===== src/rtl/prog_counter_pkg.sv =====
// prog_counter_pkg: shared defaults and next-address select encoding for the program counter
package prog_counter_pkg;
  localparam int PC_WIDTH_DEF = 5;
  localparam int PC_STEP_DEF = 4;
  typedef enum logic [1:0] {PC_SEL_HOLD, PC_SEL_SEQ, PC_SEL_BRANCH, PC_SEL_JUMP} pc_sel_t;
endpackage


===== src/rtl/pc_next_mux.sv =====
// pc_next_mux: decodes load/jump/branch into a select and forms the next PC (carry-out when PC_WRAP_DETECT_EN is defined)
module pc_next_mux
  import prog_counter_pkg::*;
#(
  parameter int PC_WIDTH = PC_WIDTH_DEF,
  parameter int PC_STEP = PC_STEP_DEF
) (
  input logic [PC_WIDTH-1:0] i_pc,
  input logic i_ld,
  input logic i_jmp,
  input logic i_pc_src,
  input logic [PC_WIDTH-1:0] i_off,
  output pc_sel_t o_sel,
`ifdef PC_WRAP_DETECT_EN
  output logic o_carry,
`endif
  output logic [PC_WIDTH-1:0] o_next
);
`ifdef PC_WRAP_DETECT_EN
  // two spare bits hold the carry of pc + step + offset, which can exceed one extra bit
  localparam int XW = PC_WIDTH + 2;
`else
  localparam int XW = PC_WIDTH;
`endif
  logic [XW-1:0] w_seq;
  logic [XW-1:0] w_br;
  // jump beats branch, and nothing moves without load
  always_comb begin
    w_seq = XW'(i_pc) + XW'(PC_STEP);
    w_br = w_seq + XW'(i_off);
    o_sel = !i_ld ? PC_SEL_HOLD : i_jmp ? PC_SEL_JUMP : i_pc_src ? PC_SEL_BRANCH : PC_SEL_SEQ;
    o_next = (o_sel == PC_SEL_JUMP) ? i_off : (o_sel == PC_SEL_BRANCH) ? w_br[PC_WIDTH-1:0] : w_seq[PC_WIDTH-1:0];
`ifdef PC_WRAP_DETECT_EN
    o_carry = (o_sel == PC_SEL_SEQ) ? |w_seq[XW-1:PC_WIDTH] : (o_sel == PC_SEL_BRANCH) ? |w_br[XW-1:PC_WIDTH] : 1'b0;
`endif
  end
endmodule


===== src/rtl/prog_counter.sv =====
// prog_counter: MIPS program counter register with async reset; PC_WRAP_DETECT_EN adds the registered pcWrap flag
module prog_counter
  import prog_counter_pkg::*;
#(
  parameter int PC_WIDTH = PC_WIDTH_DEF,
  parameter int PC_STEP = PC_STEP_DEF
) (
  input logic clk,
  input logic counterRst,
  input logic counterLd,
  input logic pcSrc,
  input logic jmp,
  input logic [PC_WIDTH-1:0] shiftLeft2Out,
`ifdef PC_WRAP_DETECT_EN
  output logic pcWrap,
`endif
  output logic [PC_WIDTH-1:0] nextCount
);
  logic [PC_WIDTH-1:0] r_pc;
  logic [PC_WIDTH-1:0] w_next;
  pc_sel_t w_sel;
`ifdef PC_WRAP_DETECT_EN
  logic w_carry;
  logic r_wrap;
`endif
  pc_next_mux #(.PC_WIDTH(PC_WIDTH), .PC_STEP(PC_STEP)) u_mux (
    .i_pc(r_pc),
    .i_ld(counterLd),
    .i_jmp(jmp),
    .i_pc_src(pcSrc),
    .i_off(shiftLeft2Out),
    .o_sel(w_sel),
`ifdef PC_WRAP_DETECT_EN
    .o_carry(w_carry),
`endif
    .o_next(w_next)
  );
  // PC register: cleared asynchronously, updated only on a load edge
  always_ff @(posedge clk or posedge counterRst)
    if (counterRst) r_pc <= '0;
    else if (w_sel != PC_SEL_HOLD) r_pc <= w_next;
  assign nextCount = r_pc;
`ifdef PC_WRAP_DETECT_EN
  // wrap flag follows the carry of each load and holds while loading is off
  always_ff @(posedge clk or posedge counterRst)
    if (counterRst) r_wrap <= 1'b0;
    else if (w_sel != PC_SEL_HOLD) r_wrap <= w_carry;
  assign pcWrap = r_wrap;
`endif
endmodule


===== config.mk =====
export PLATFORM = sky130hd
export DESIGN_NAME = prog_counter
export DESIGN_NICKNAME = d
export VERILOG_FILES = /design/src/rtl/prog_counter_pkg.sv /design/src/rtl/pc_next_mux.sv /design/src/rtl/prog_counter.sv
export SDC_FILE = /design/constraint.sdc
export NUM_CORES = 1
export LEC_CHECK = 0
export ABC_AREA = 1
export CORE_AREA = 2 2 39 41
export CTS_BUF_LIST = sky130_fd_sc_hd__clkbuf_4 sky130_fd_sc_hd__clkbuf_8
export DETAILED_ROUTE_END_ITERATION = 8
export DIE_AREA = 0 0 41 43
export GPL_ROUTABILITY_DRIVEN = 0
export PLACE_DENSITY = 0.67
export SLEW_MARGIN = 10
export SYNTH_ARGS = -nofsm -noshare
export SYNTH_HDL_FRONTEND = slang
export SYNTH_SLANG_ARGS = --single-unit

===== constraint.sdc =====
create_clock -name clk -period 1.5 [get_ports clk]
set_input_delay 0.3 -clock clk [delete_from_list [all_inputs] [get_ports clk]]
set_output_delay 0.3 -clock clk [all_outputs]
set_load 0.02 [all_outputs]

== Word level (Yosys, flattened, before mapping) ==
Index checks and enable logic that the tools add are counted.

* Bits in latches: 0
* Output and inout bits: 5
* Input port bits: 10
* Bits in registers: 5
* Bits in read-only memories: 0
* Memories kept: 0
* Memory bits (writable): 0
* Word-level logic and storage cells: 11

* Reductions and logical operators: 1
* Shift operators: 0
* Muxes and demuxes: 5
* Bitwise gates (word level): 0
* Multipliers: 0
* Equal/unequal tests: 2
* Magnitude comparators: 0
* Div/mod/pow operators: 0
* Add/subtract/negate cells: 2

{| class="wikitable"
|+ Operators with widths
! operator !! number
|-
| $mux 5 || 2
|-
| $mux 2 || 3
|-
| $add 5x3->5 const B || 1
|-
| $add 5x5->5 || 1
|-
| $eq 2x2->1 const B || 2
|-
| $reduce_bool 2->1 || 1
|}

== Longest topological paths before layout ==
Gate-level depths: netlist (run 1).

* Word-level depth: 6
* Depth in mapped cells: 13
* Mapped depth without buffers: 13

== Cells and area by module ==
Synthesis (run 1) repeated with hierarchy kept, for this count alone.

* Cell total of the unflattened synthesis: 79
* Area, all modules: 545.5 um2

{| class="wikitable"
|+ Modules (own cells, without submodules)
! module !! area each (um2) !! cells an instance !! times used !! sequential area each (um2)
|-
| pc_next_mux || 347.8 || 57 || 1 || 0.0
|-
| prog_counter || 197.7 || 22 || 1 || 125.1
|}

== Worst setup path before layout (run 1) ==
OpenSTA, ideal clock, no wires.

* Kind: register to register
* From: reg r_pc[0], in the netlist nextCount[0]
* To: reg r_pc[4], in the netlist nextCount[4]
* Setup time: 0.116 ns
* Required time: 1.384 ns
* Period minus slack after synthesis: 1.706 ns
* Slack: -0.206 ns
* Arrival: 1.590 ns
* Path buffers: 0
* Cell stages (with the launch flop): 14
* Cell sequence: dfrtp_1 -> ha_1 -> inv_1 -> fa_1 -> inv_1 -> nand2_1 -> nand2_1 -> nand2_1 -> nand2_1 -> nand3_1 -> nand2_1 -> nand3_1 -> nand2_1 -> nand2_1

* Cells in the longest elaborated chain, start to end: 4

{| class="wikitable"
|+ RTL lines
! what !! line !! RTL
|-
| start, declared || prog_counter.sv:19 || <nowiki>logic [PC_WIDTH-1:0] r_pc;</nowiki>
|-
| start signal, assigned || prog_counter.sv:41 || <nowiki>else if (w_sel != PC_SEL_HOLD) r_pc <= w_next;</nowiki>
|-
| $add 5x3->5 * || pc_next_mux.sv:29 || <nowiki>w_seq = XW'(i_pc) + XW'(PC_STEP);</nowiki>
|-
| $add 5x5->5 || pc_next_mux.sv:30 || <nowiki>w_br = w_seq + XW'(i_off);</nowiki>
|-
| $mux 5 * (2 in series) || pc_next_mux.sv:32 || <nowiki>o_next = (o_sel == PC_SEL_JUMP) ? i_off : (o_sel == PC_SEL_BRANCH) ? w_br[PC_WIDTH-1:0] : w_seq[PC_WIDTH-1:0];</nowiki>
|}

Every way passes the cells marked *; elsewhere a longest branch is shown, timed or not.
A chain may end at the register's enable or synchronous reset.

== Final worst setup path (run 1) ==
Ends and elaborated chain as after synthesis.

==> run_results.csv, run 1 <==
group,metric,value,unit
sta,fin_crit_sh,1.07,
clock_network,ctsLongestPathBuffers,2,
flow_run,cap_violations,0,
sta,worst_slew_pin_slew,0.219,ns
critical_path,slowest_stage,"dfrtp_2",
route,drt-total-wl,1300,um
critical_path,crit_type,"reg2reg",
critical_path,arrival,1.74,ns
global_routing,first_global_vias,500,
layout,area_growth,71.0,%
sta,slew_headroom,0.853,
clock_network,clock_sinks,5,
clock_network,cts_made_buffers,3,
synth,synth_seq_cells,5,
route,first_iter_violations,33,
synth,netlist_area,474,um2
critical_path,cp_slowest_stage_delay,0.38,ns
floorplan,die_area,1760,um2
sta,min_period,1.60,ns
placed_design,dpl.hpwl,953,um
route,drc,0,
floorplan,pin_count,15,
floorplan,rows,14,
min_path,hold_class,"in2async",
sta,finalSetupViolCount,1,
clock_network,cts-root-buf,"clkbuf_4",
layout,antenna_cells,0,
route,via_per_inst,4.93,
layout,largest_reg_flops,5,
sta,fmax,625,MHz
synth,postSynthAreaPerCell,6.77,um2
sta,timing.final.ws_setup,-0.0991,ns
sta,report.final.slew_viol_count,0,
synth,synthCells,70,
route,num_vias,562,
layout,nets,115,
status,outcome,"complete, but fails checks",
floorplan,core_area,1380,um2
synth,ys_types,20,
critical_path,path_cells,"ha_4 > inv_2 > fa_2 > inv_2 > nand2_2 > nand2_2 > nand3_2 > nand4_1 > nand3_2 > nand2_1 > nand2_1",
global_routing,grt_max_degree,7,
critical_path,cp.required,1.64,ns
critical_path,start_kind,"flop",
global_routing,overflow,0,
clock_network,postCtsHoldBufs,0,
route,wl_per_cell,11.4,um
clock_network,cts_htree_levels,1,
power,power.total,0.779,mW
critical_path,end_kind,"flop",
synth,seq_area_frac_synth,0.264,
clock_network,clk_latency,0.25,ns
sta,fin_setup_tns,-0.0991,ns
clock_network,postCtsSetupRepairBufs,0,
critical_path,reg2reg_depth,11,
power,powerDensity,961,nW/um2
route,drt_first_pass_iters,4,
global_routing,grt_antenna_before_repair,0,
clock_network,cts.clk_slew.worst_paths,0.04,ns
power,ir_worst_vdd,0.000325,V
critical_path,critPathMaxFanout,2,
sta,rsz0062_at_grt,"yes",
floorplan,dieWidth,41,um
placed_design,place_ws,-0.589,ns
layout,drive_gt1_frac,0.408,
clock_network,cts_tree,"built",
status,violations,"negative setup slack",
power,p_leak,0.395,nW
placed_design,port_buffers,14,
global_routing,grt.total_usage,0.159,
synth,syn_nets,86,
sta,hold_viol_final,0,
floorplan,initial_core_util,0.343,
floorplan,die_h,43,um
global_routing,grt_pass1_wl,1930,um
synth,synth-warning-count,0,
sta,skew,0.000436,ns
route,ant_nets,0,
==> worst max-delay path, delay by kind of cell, from the launching register on <==
| family | cells | cell delay, ns |
|---|---|---|
| adder cells (fa/ha/maj) | 2 | 0.48 |
| buffers and inverters | 2 | 0.09 |
| flip-flops | 1 | 0.38 |
| AND/OR/NAND/NOR | 7 | 0.52 |
==> cells in the mapped netlist <==
master | instances | area (um2)
nor3_1 | 1 | 5.00
nand2_1 | 19 | 71.3
a22oi_1 | 1 | 7.51
dfrtp_1 | 5 | 125
inv_2 | 1 | 3.75
nand3_1 | 3 | 15.0
xnor2_1 | 1 | 8.76
nand4_1 | 1 | 6.26
o21ai_0 | 2 | 10.0
nand2_2 | 1 | 6.26
o221ai_1 | 1 | 8.76
ha_1 | 5 | 62.6
fa_1 | 1 | 20.0
o22ai_1 | 1 | 6.26
o21ai_1 | 1 | 5.00
o211ai_1 | 1 | 7.51
nor2_4 | 1 | 11.3
inv_1 | 15 | 56.3
a21oi_1 | 3 | 15.0
nor2_1 | 6 | 22.5
==> cells by family (layout without fill, tap and decap cells) <==
logic type,Yosys count,after routing,share of synthesized area
XOR/XNOR,1,1,0.0185
adder cells (fa/ha/maj),6,6,0.174
AO/OA/AOI/OAI,10,10,0.127
buffers and inverters,16,44,0.127
AND/OR/NAND/NOR,32,32,0.290
flip-flops,5,5,0.264
==> worst paths after layout <==
kind / from / to / slack (ns)
min in group clk: shiftLeft2Out[0] / nextCount[0] / 0.50
min: counterRst / nextCount[4] / 0.26
max reg2reg: nextCount[0] / nextCount[4] / -0.1
min reg2reg: nextCount[4] / nextCount[4] / 0.52
max in group asynchronous: counterRst / nextCount[0] / 1.06
max: nextCount[0] / nextCount[4] / -0.1
==> placed cells by master, fill, tap and decap left out, drive strengths merged <==
cell and instances:
nor3 1, clkbuf 4, a21oi 3, o211ai 1, buf 10, nand2 20, ha 5, inv 16
fa 1, nand3 3, nor2 7, o21ai 3, a22oi 1, xnor2 1, o221ai 1, o22ai 1
clkdlybuf4s50 7, dlygate4sd2 7, nand4 1, dfrtp 5
==> where the power goes <==
part	switching, mW	internal (mW)	leakage [nW]
combinational	0.218	0.199	0.321
sequential	0.0222	0.161	0.0555
clock	0.0608	0.119	0.0184
==> layout make-up <==
class / count / area [um2]
fill: 120 / 573
multi-input combinational: 49 / 365
timing repair buffer: 24 / 206
sequential: 5 / 129
inverter: 16 / 60.1
clock buffer: 4 / 30.0
tap: 16 / 20.0
==> what timing repair did <==
item / CTS / global route
pin swaps: 5 / 6
setup endpoints to repair: 9 / 3
resized for setup: 10 / 15
==> metal layers <==
metal / vias up / wire [um] / global-route usage
met5: - / 0 / 0
met4: 0 / 20 / 0.100
met3: 4 / 59 / 0.0157
met2: 19 / 638 / 0.234
met1: 261 / 578 / 0.210
li1: 278 / - / -
==> through the flow <==
step / utilization / instance area, um2 / hold WS, ns / std cells
after detailed placement: 0.535 / 741 / 0.514 / 110
after floorplan: - / 505 / 0.0783 / 70
after global placement: 0.535 / 741 / 0.509 / 110
after CTS: 0.551 / 762 / 0.270 / 114
final: 0.586 / 811 / 0.256 / 114
after global routing: 0.586 / 811 / 0.280 / 114
Note: power is estimated with default switching activity, not from simulation.
==> run 2, diff against run 1 <==
--- a/config.mk
+++ b/config.mk
@@ -6,12 +6,13 @@
 export NUM_CORES = 1
 export LEC_CHECK = 0
 export ABC_AREA = 1
-export CORE_AREA = 2 2 39 41
+export CORE_AREA = 5 5 42 44
 export CTS_BUF_LIST = sky130_fd_sc_hd__clkbuf_4 sky130_fd_sc_hd__clkbuf_8
+export CTS_CLUSTER_SIZE = 12
 export DETAILED_ROUTE_END_ITERATION = 8
-export DIE_AREA = 0 0 41 43
+export DIE_AREA = 0 0 47 49
+export DONT_BUFFER_PORTS = 1
 export GPL_ROUTABILITY_DRIVEN = 0
-export PLACE_DENSITY = 0.67
 export SLEW_MARGIN = 10
 export SYNTH_ARGS = -nofsm -noshare
 export SYNTH_HDL_FRONTEND = slang
==> run 2 against run 1 <==
The run still ends with negative setup slack left; fmax grew 1.4%; sequential cell count is the same; clock skew grew 0.0030 ns; via count shrank 15%; critical endpoint unchanged.
==> run_results.csv, run 2 (synthesis gave the netlist of run 1 again) <==
group,metric,value,unit
floorplan,initial_core_util,0.338,
critical_path,end_kind,"flop",
sta,min_period,1.58,ns
critical_path,reg2reg_depth,13,
global_routing,grt_antenna_before_repair,0,
critical_path,arrival,1.70,ns
sta,fin_crit_sh,1.05,
power,ir_worst_vdd,0.000417,V
clock_network,cts_tree,"built",
critical_path,rrSetupSlack,-0.08,ns
min_path,min_to,"nextCount[0]",
power,p_leak,0.330,nW
sta,timing.final.ws_setup,-0.0772,ns
layout,area_growth,45.9,%
route,first_iter_violations,8,
layout,final_cell_mix,"16 x nand2_1, 11 x inv_1, 7 x buf_4",
clock_network,clk_latency,0.24,ns
power,power.total,0.721,mW
floorplan,die_h,49,um
min_path,hold_class,"in2reg",
route,drt-total-wl,1060,um
global_routing,first_global_vias,450,
global_routing,grt_max_degree,7,
route,wl_per_cell,10.6,um
clock_network,cts_made_buffers,3,
sta,finalSetupViolCount,1,
critical_path,critPathMaxFanout,2,
placed_design,port_buffers,0,
layout,largest_reg_flops,5,
route,num_vias,476,
floorplan,core_area,1400,um2
global_routing,grt.total_usage,0.107,
power,powerDensity,1040,nW/um2
critical_path,cp-startpoint,"nextCount[0]",
sta,fmax,634,MHz
floorplan,pin_count,15,
clock_network,clock_sinks,5,
sta,report.final.slew_viol_count,0,
clock_network,cts-root-buf,"clkbuf_4",
clock_network,cts.clk_slew.worst_paths,0.04,ns
min_path,hold_depth,2,
layout,drive_gt1_frac,0.405,
critical_path,regToRegStartpoint,"nextCount[0]",
layout,nets,101,
sta,rsz0062_at_grt,"yes",
global_routing,grt_pass1_wl,1820,um
clock_network,ctsLongestPathBuffers,2,
floorplan,rows,14,
layout,antenna_cells,0,
critical_path,cp.required,1.63,ns
sta,skew,0.00345,ns
floorplan,dieWidth,47,um
floorplan,die_area,2300,um2
sta,worst_hold_slack,0.217,ns
route,drt_first_pass_iters,4,
route,via_per_inst,4.76,
route,ant_nets,0,
critical_path,start_kind,"flop",
min_path,hold_start,"shiftLeft2Out[0]",
global_routing,overflow,0,
critical_path,crit_type,"reg2reg",
flow_run,cap_violations,0,
placed_design,dpl.hpwl,856,um
status,violations,"negative setup slack",
sta,hold_viol_final,0,
layout,mostFrequentLayoutCell,"nand2_1",
clock_network,cts_htree_levels,1,
status,outcome,"complete, but fails checks",
critical_path,r2r-end,"nextCount[4]",
route,drc,0,
sta,worst_slew_pin_slew,0.263,ns
sta,slew_headroom,0.825,
## run 2: per-layer routing
| metal | global-route usage | vias to the layer above | part of all wire | wire [um] |
|---|---|---|---|---|
| met1 | 0.136 | 213 | 0.41 | 430 |
| met3 | 0.0148 | 2 | 0.059 | 62 |
| li1 | - | 252 | - | - |
| met5 | 0 | - | 0 | 0 |
| met2 | 0.154 | 9 | 0.51 | 542 |
| met4 | 0.0829 | 0 | 0.019 | 20 |
## run 2: worst max-delay path, stage by stage (launching register included)
cell and delay (ns):
dfrtp_2 0.38, ha_4 0.14, inv_2 0.03, fa_2 0.33, inv_2 0.06, nand2_2 0.05, nand2_2 0.06, nand2_1 0.05
nand2_1 0.07, nand3_1 0.07, nand2_1 0.06, nand3_1 0.06, nand2_1 0.06, nand2_1 0.04
## run 2: stage by stage
step                      utilization  instance area (um2)  instances  setup WS [ns]  setup TNS (ns)
after floorplan                     -                  505         70        -0.0863         -0.0863
after global placement          0.407                  571         92        -0.0831          -0.112
after detailed placement        0.407                  571         92        -0.0952          -0.138
after CTS                       0.462                  647         98         -0.104          -0.104
after global routing            0.494                  692        100         -0.211          -0.225
final                           0.494                  692        100        -0.0772         -0.0772
## run 2: final cells by class
type	count	area (um2)
well taps	16	20.0
repair buffers	10	85.1
inverters	16	60.1
clock buffers	4	30.0
flip-flops and latches	5	129
fillers	149	709
multi-input cells	49	368
## run 2: power by group
part	internal (mW)	leakage, nW	switching [mW]
clock	0.118	0.0184	0.0505
combinational	0.183	0.256	0.178
sequential	0.161	0.0555	0.0304
total	0.462	0.330	0.259
## run 2: how the worst max path moves through the flow
stage | to | cells after the start
CTS | nextCount[4] | 13
floorplan | nextCount[4] | 13
global placement | nextCount[4] | 13
finish | nextCount[4] | 13
detailed placement | nextCount[4] | 13
global route | nextCount[4] | 13
## run 2: repair_timing
action	in CTS	in global routing
buffers inserted	1	2
endpoints found under the hold margin	5	0
pin swaps	4	9
hold buffers	1	0
setup endpoints to repair	2	3
resized for setup	5	10
gates cloned	0	0
==> run 3, diff against run 2 <==
--- a/config.mk
+++ b/config.mk
@@ -6,6 +6,7 @@
 export NUM_CORES = 1
 export LEC_CHECK = 0
 export ABC_AREA = 1
+export CAP_MARGIN = 20
 export CORE_AREA = 5 5 42 44
 export CTS_BUF_LIST = sky130_fd_sc_hd__clkbuf_4 sky130_fd_sc_hd__clkbuf_8
 export CTS_CLUSTER_SIZE = 12
==> results of run 3 <==
Same layout as run 2: the final DEF is identical, and so are final timing and power.
